### config.mk
export PLATFORM = sky130hd
export DESIGN_NAME = pipe_issue_ctrl
export DESIGN_NICKNAME = d
export VERILOG_FILES = /design/src/rtl/pipe_issue_ctrl.sv
export SDC_FILE = /design/constraint.sdc
export NUM_CORES = 1
export LEC_CHECK = 0
export ABC_AREA = 0
export CORE_ASPECT_RATIO = 0.75
export CORE_MARGIN = 2
export CORE_UTILIZATION = 56
export DETAILED_ROUTE_END_ITERATION = 6
export PLACE_DENSITY = 0.89
export SYNTH_ARGS = -nofsm -noshare
export SYNTH_HDL_FRONTEND = slang
export SYNTH_SLANG_ARGS = --single-unit
### constraint.sdc
create_clock -name clk1 -period 3.36 [get_ports clk1]
set_input_delay 0.672 -clock clk1 [delete_from_list [all_inputs] [get_ports clk1]]
set_output_delay 0.672 -clock clk1 [all_outputs]
set_load 0.02 [all_outputs]
### src/rtl/pipe_issue_ctrl.sv
// Issue controller for the four-stage pipeline: buffers instructions in a small FIFO,
// holds the head back on read-after-write hazards against in-flight slots, and counts issues/stalls.
module pipe_issue_ctrl #(
    parameter int DEPTH   = 4,
    parameter int HAZ_WIN = 3
) (
    input  logic        clk1,
    input  logic        rst,
    input  logic        in_valid,
    output logic        in_ready,
    input  logic [3:0]  in_rs1,
    input  logic [3:0]  in_rs2,
    input  logic [3:0]  in_rd,
    input  logic [3:0]  in_func,
    input  logic [7:0]  in_addr,
    input  logic        flush,
    output logic        iss_valid,
    output logic [3:0]  iss_rs1,
    output logic [3:0]  iss_rs2,
    output logic [3:0]  iss_rd,
    output logic [3:0]  iss_func,
    output logic [7:0]  iss_addr,
    output logic        busy,
    output logic [15:0] issue_cnt,
    output logic [15:0] stall_cnt
);
    localparam int AW = $clog2(DEPTH);

    typedef struct packed {
        logic [3:0] rs1;
        logic [3:0] rs2;
        logic [3:0] rd;
        logic [3:0] func;
        logic [7:0] addr;
    } instr_t;

    instr_t            mem [DEPTH];
    logic [AW:0]       wptr, rptr;
    logic [HAZ_WIN-1:0] vld_pipe;
    logic [3:0]        sb_rd [HAZ_WIN];

    instr_t head;
    logic   empty, full, hazard, push, pop, stall;

    assign head     = mem[rptr[AW-1:0]];
    assign empty    = (wptr == rptr);
    assign full     = (wptr[AW] != rptr[AW]) && (wptr[AW-1:0] == rptr[AW-1:0]);
    assign in_ready = !full;
    assign busy     = !empty || (|vld_pipe) || iss_valid;

    // A source that names the head's own destination never blocks it.
    always_comb begin
        hazard = 1'b0;
        for (int i = 0; i < HAZ_WIN; i++) begin
            if (vld_pipe[i] &&
                ((head.rs1 == sb_rd[i] && head.rs1 != head.rd) ||
                 (head.rs2 == sb_rd[i] && head.rs2 != head.rd)))
                hazard = 1'b1;
        end
        hazard = hazard && !empty;
    end

    assign push  = in_valid && !full && !flush;
    assign pop   = !flush && !empty && !hazard;
    assign stall = !flush && hazard;

    always_ff @(posedge clk1) begin
        if (push)
            mem[wptr[AW-1:0]] <= '{rs1: in_rs1, rs2: in_rs2, rd: in_rd, func: in_func, addr: in_addr};
    end

    always_ff @(posedge clk1) begin
        if (rst) begin
            wptr      <= '0;
            rptr      <= '0;
            vld_pipe  <= '0;
            for (int i = 0; i < HAZ_WIN; i++) sb_rd[i] <= '0;
            iss_valid <= 1'b0;
            iss_rs1   <= '0;
            iss_rs2   <= '0;
            iss_rd    <= '0;
            iss_func  <= '0;
            iss_addr  <= '0;
            issue_cnt <= '0;
            stall_cnt <= '0;
        end else begin
            if (push) wptr <= wptr + 1'b1;
            if (flush)    rptr <= wptr;
            else if (pop) rptr <= rptr + 1'b1;

            // Scoreboard shifts every edge; bubbles enter as invalid slots.
            for (int i = HAZ_WIN - 1; i > 0; i--) begin
                vld_pipe[i] <= vld_pipe[i-1];
                sb_rd[i]    <= sb_rd[i-1];
            end
            vld_pipe[0] <= pop;
            sb_rd[0]    <= head.rd;

            iss_valid <= pop;
            if (pop) begin
                iss_rs1   <= head.rs1;
                iss_rs2   <= head.rs2;
                iss_rd    <= head.rd;
                iss_func  <= head.func;
                iss_addr  <= head.addr;
                issue_cnt <= issue_cnt + 16'd1;
            end
            if (stall) stall_cnt <= stall_cnt + 16'd1;
        end
    end
endmodule

==> summary.md <==
| Metric | Value |
|---|---|
| Sequential area share after synthesis | `0.605` |
| Slowest CP cell | `mux4_2` |
| Dpl cell area | `0.00849 sq mm` |
| Row count | `36` |
| First DRT Iteration DRCs | `356` |
| Post-synth EDFFs | `96` |
| # resized after CTS | `0` |
| Largest net degree at the start of global routing | `38` |
| Buf/Inv on CP | `2` |
| Async set-or-reset flop fraction in the synthesized netlist | `0` |
| Clock Power Share | `0.364` |
| Top-count cell post-synth | `edfxtp_1` |
| Post-Syn Instances | `542` |
| Final min period | `3150 ps` |
| Yosys reg bits | `175` |
| CP cell instances | `buf_12, mux4_2, xnor2_1, o2111ai_1, a31oi_2, buf_4, o2111ai_2, or3_1, a21oi_1` |
| Filler cell count | `816` |
| Fin nets | `674` |
| Hold buffers post-CTS | `0` |
| Total power draw | `4.70 mW` |
| Share of layout cells above drive strength 1 | `0.132` |
| RSZ-0062 raised after global routing | `no` |
| Net Sw Frac | `0.244` |
| CTS Buf Count | `17` |
| I/O Buffers | `86` |
| CP Data Arrival Time | `3500 ps` |
| Yosys warnings | `0` |
| Clk root buf | `clkbuf_16` |
| First-pass GRT wire length | `24500 microns` |
| CTS tree | `built` |
| Layout area overhead | `21.9%` |
| Outcome | `complete, no violations` |
| Worst skew pair latency | `430 ps` |
| Synthesized area per cell | `13.6 sq um` |
| DP Wirelength | `11000 microns` |
| Max incr delay on CP | `660 ps` |
| Maximum capacitance violations | `0` |
| Initial antenna violation count | `0` |
| Slew Limit Headroom | `0.540` |
| Fmax | `318 MHz` |
| Syn Nets | `577` |
| Setup TNS | `0 ps` |
| Crit Path Max Fanout | `25` |
| Flop pwr share | `0.507` |
| Reg2reg path depth | `9` |
| Switch Pwr | `1.15 mW` |
| WP data required | `3720 ps` |
| DR WL/cell | `19.2 microns` |
| Gpl congestion | `0.873` |
| Logic pwr share | `0.128` |
| Share of the synthesized area in the top cell type | `0.390` |
| Crit end category | `flop` |
| DIE AREA | `0.0141 sq mm` |
| Pint | `3.56 mW` |
| GRT Util Overall | `0.236` |
| Dominant cells by area after synthesis | `edfxtp_1 39%, dfxtp_1 21%, mux4_2 7.3%` |
| Overflow after GRT | `0` |
| Routed vias | `4758` |
| Critical path class | `flop to flop` |
| Pre-antenna DRT Iters | `4` |
| Leak Pwr | `2.99 nW` |
| Startpoint Class | `flop` |
| Pwr/cell area | `522 mW/mm^2` |
| Skew final | `12.2 ps` |
| Vias in the first global route | `4685` |
| Antenna-violating nets left | `0` |
| Via-to-Cell Ratio | `5.78` |
| Maximum VDD drop | `0.472 mV` |
| Number of clock sinks | `175` |
| Hold Path Class | `flop to flop` |
| Top delay family on crit path | `compound AO/OA/AOI/OAI gates` |
| Crit share post-route | `0.936` |
| Fin. max-slew vios | `0` |
| Clock slew at reported path FFs | `60 ps` |
| Diodes inserted | `0` |
| Fin. Hold Viols | `0` |
| CORE AREA | `0.0129 sq mm` |
| Top_reg_cell synth | `edfxtp_1` |
| Chip height | `103 microns` |
| Final Setup Violations | `0` |
| I/O pin count | `87` |
| DRC Markers | `0` |
| Synthesized area | `0.00738 sq mm` |
| Post-synth top cells | `96 x edfxtp_1, 79 x dfxtp_1, 49 x nor2_1, 45 x mux2i_1, 25 x xnor2_1` |
| WP depth | `9` |
| Clock Path Buffers | `2` |
| Post-CTS setup buffer count | `0` |
| Yosys cell types | `52` |
| Area leader, netlist | `edfxtp_1` |
| Number of H-tree levels | `4` |
| Die width | `137 microns` |
| Final WL | `15800 microns` |
| Initial Util | `0.571` |
| Final instance area | `0.00900 sq mm` |
| Tightest Pin Transition | `688 ps` |
| WHS Path Cells | `2` |
sequential cells by signal, indices dropped and copies added (netlist names), 4 cells and up, named ones only:
| name | cells |
|---|---|
| iss_addr | 8 |
| iss_func | 4 |
| iss_rd | 4 |
| iss_rs1 | 4 |
| iss_rs2 | 4 |
| issue_cnt | 16 |
| mem | 96 |
| sb_rd | 12 |
| stall_cnt | 16 |
tightest hold or removal path: cells and delay by family (launching register included):
kind	cells	cell delay (ps)
DFF	1	320
and+or+nand+nor	1	70
muxes	1	60
layout by cell type, fill, tap and decap left out, drive strengths merged, types with 2 or more instances in the layout:
| cell type | Yosys | routed |
|---|---|---|
| xor2 | 14 | 14 |
| and3b | 2 | 2 |
| clkinvlp | 0 | 5 |
| inv | 11 | 13 |
| nand4 | 7 | 7 |
| ha | 7 | 7 |
| nor2b | 18 | 18 |
| nand3b | 6 | 6 |
| and2 | 4 | 4 |
| edfxtp | 96 | 96 |
| a31oi | 2 | 2 |
| clkbuf | 13 | 21 |
| nand2b | 6 | 6 |
| and3 | 7 | 7 |
| o2111ai | 5 | 5 |
| mux2i | 45 | 45 |
| or4 | 5 | 5 |
| or3 | 10 | 10 |
| mux4 | 24 | 24 |
| a21o | 2 | 2 |
| xnor2 | 25 | 25 |
| nand3 | 12 | 12 |
| a21oi | 21 | 21 |
| clkinv | 0 | 4 |
| nand2 | 13 | 13 |
| mux2 | 4 | 4 |
| dfxtp | 79 | 79 |
| nor4 | 8 | 8 |
| o21a | 2 | 2 |
| nor4b | 2 | 2 |
| or3b | 5 | 5 |
| clkdlybuf4s50 | 0 | 85 |
| o31ai | 4 | 4 |
| nor2 | 49 | 49 |
| o211ai | 2 | 2 |
| o21ai | 10 | 10 |
| buf | 13 | 19 |
area by class of cell:
class,count,area (sq um),share of cell area
clock buffer,21,440,0.0489
inverter,11,41.3,0.00459
clock inverter,11,71.3,0.00792
sequential,175,4470,0.496
tap,171,214,0.0238
multi-input combinational,330,2720,0.302
timing repair buffer,104,1050,0.117
worst paths after layout:
kind | start | to | slack, ps
hold / removal | iss_addr[0]$_SDFFE_PP0P_ | iss_addr[0]$_SDFFE_PP0P_ | 490
setup / recovery | flop | stall_cnt[8]$_SDFFE_PP0P_ | 210
setup reg to reg | flop | stall_cnt[8]$_SDFFE_PP0P_ | 210
hold reg to reg | iss_addr[0]$_SDFFE_PP0P_ | iss_addr[0]$_SDFFE_PP0P_ | 490
layer usage:
metal,wire (microns),global-route usage,up-vias
met4,189,0.0777,0
li1,-,-,2215
met5,0,0,-
met1,6740,0.307,2370
met3,973,0.0599,14
met2,7880,0.393,159
kinds of logic (layout without fill, tap and decap cells):
kind of cell | count (synthesis) | in the layout | synth area share
flops | 175 | 175 | 0.605
xor+xnor | 39 | 39 | 0.0463
buf+inv | 37 | 147 | 0.0273
simple gates | 156 | 156 | 0.119
mux | 73 | 73 | 0.140
fa+ha+maj | 7 | 7 | 0.0119
compound gates | 55 | 55 | 0.0512
power groups by stage:
stage	logic (mW)	clock network, mW	registers [mW]
2_1_floorplan	0.348	0	2.46
6_report	0.604	1.71	2.39
5_1_grt	0.642	1.83	2.39
3_3_place_gp	0.580	0	2.43
3_5_place_dp	0.601	0	2.43
4_1_cts	0.605	1.74	2.39
stage by stage:
stage                     setup slack (ps)  cells  utilization  hold slack [ps]
after global placement                 356    791        0.657              473
after detailed placement               221    791        0.657              483
final                                  213    823        0.697              492
after CTS                              215    823        0.697              499
after floorplan                        687    542            -              478
after global routing                  78.1    823        0.697              515
(Power assumes the default switching activity.)
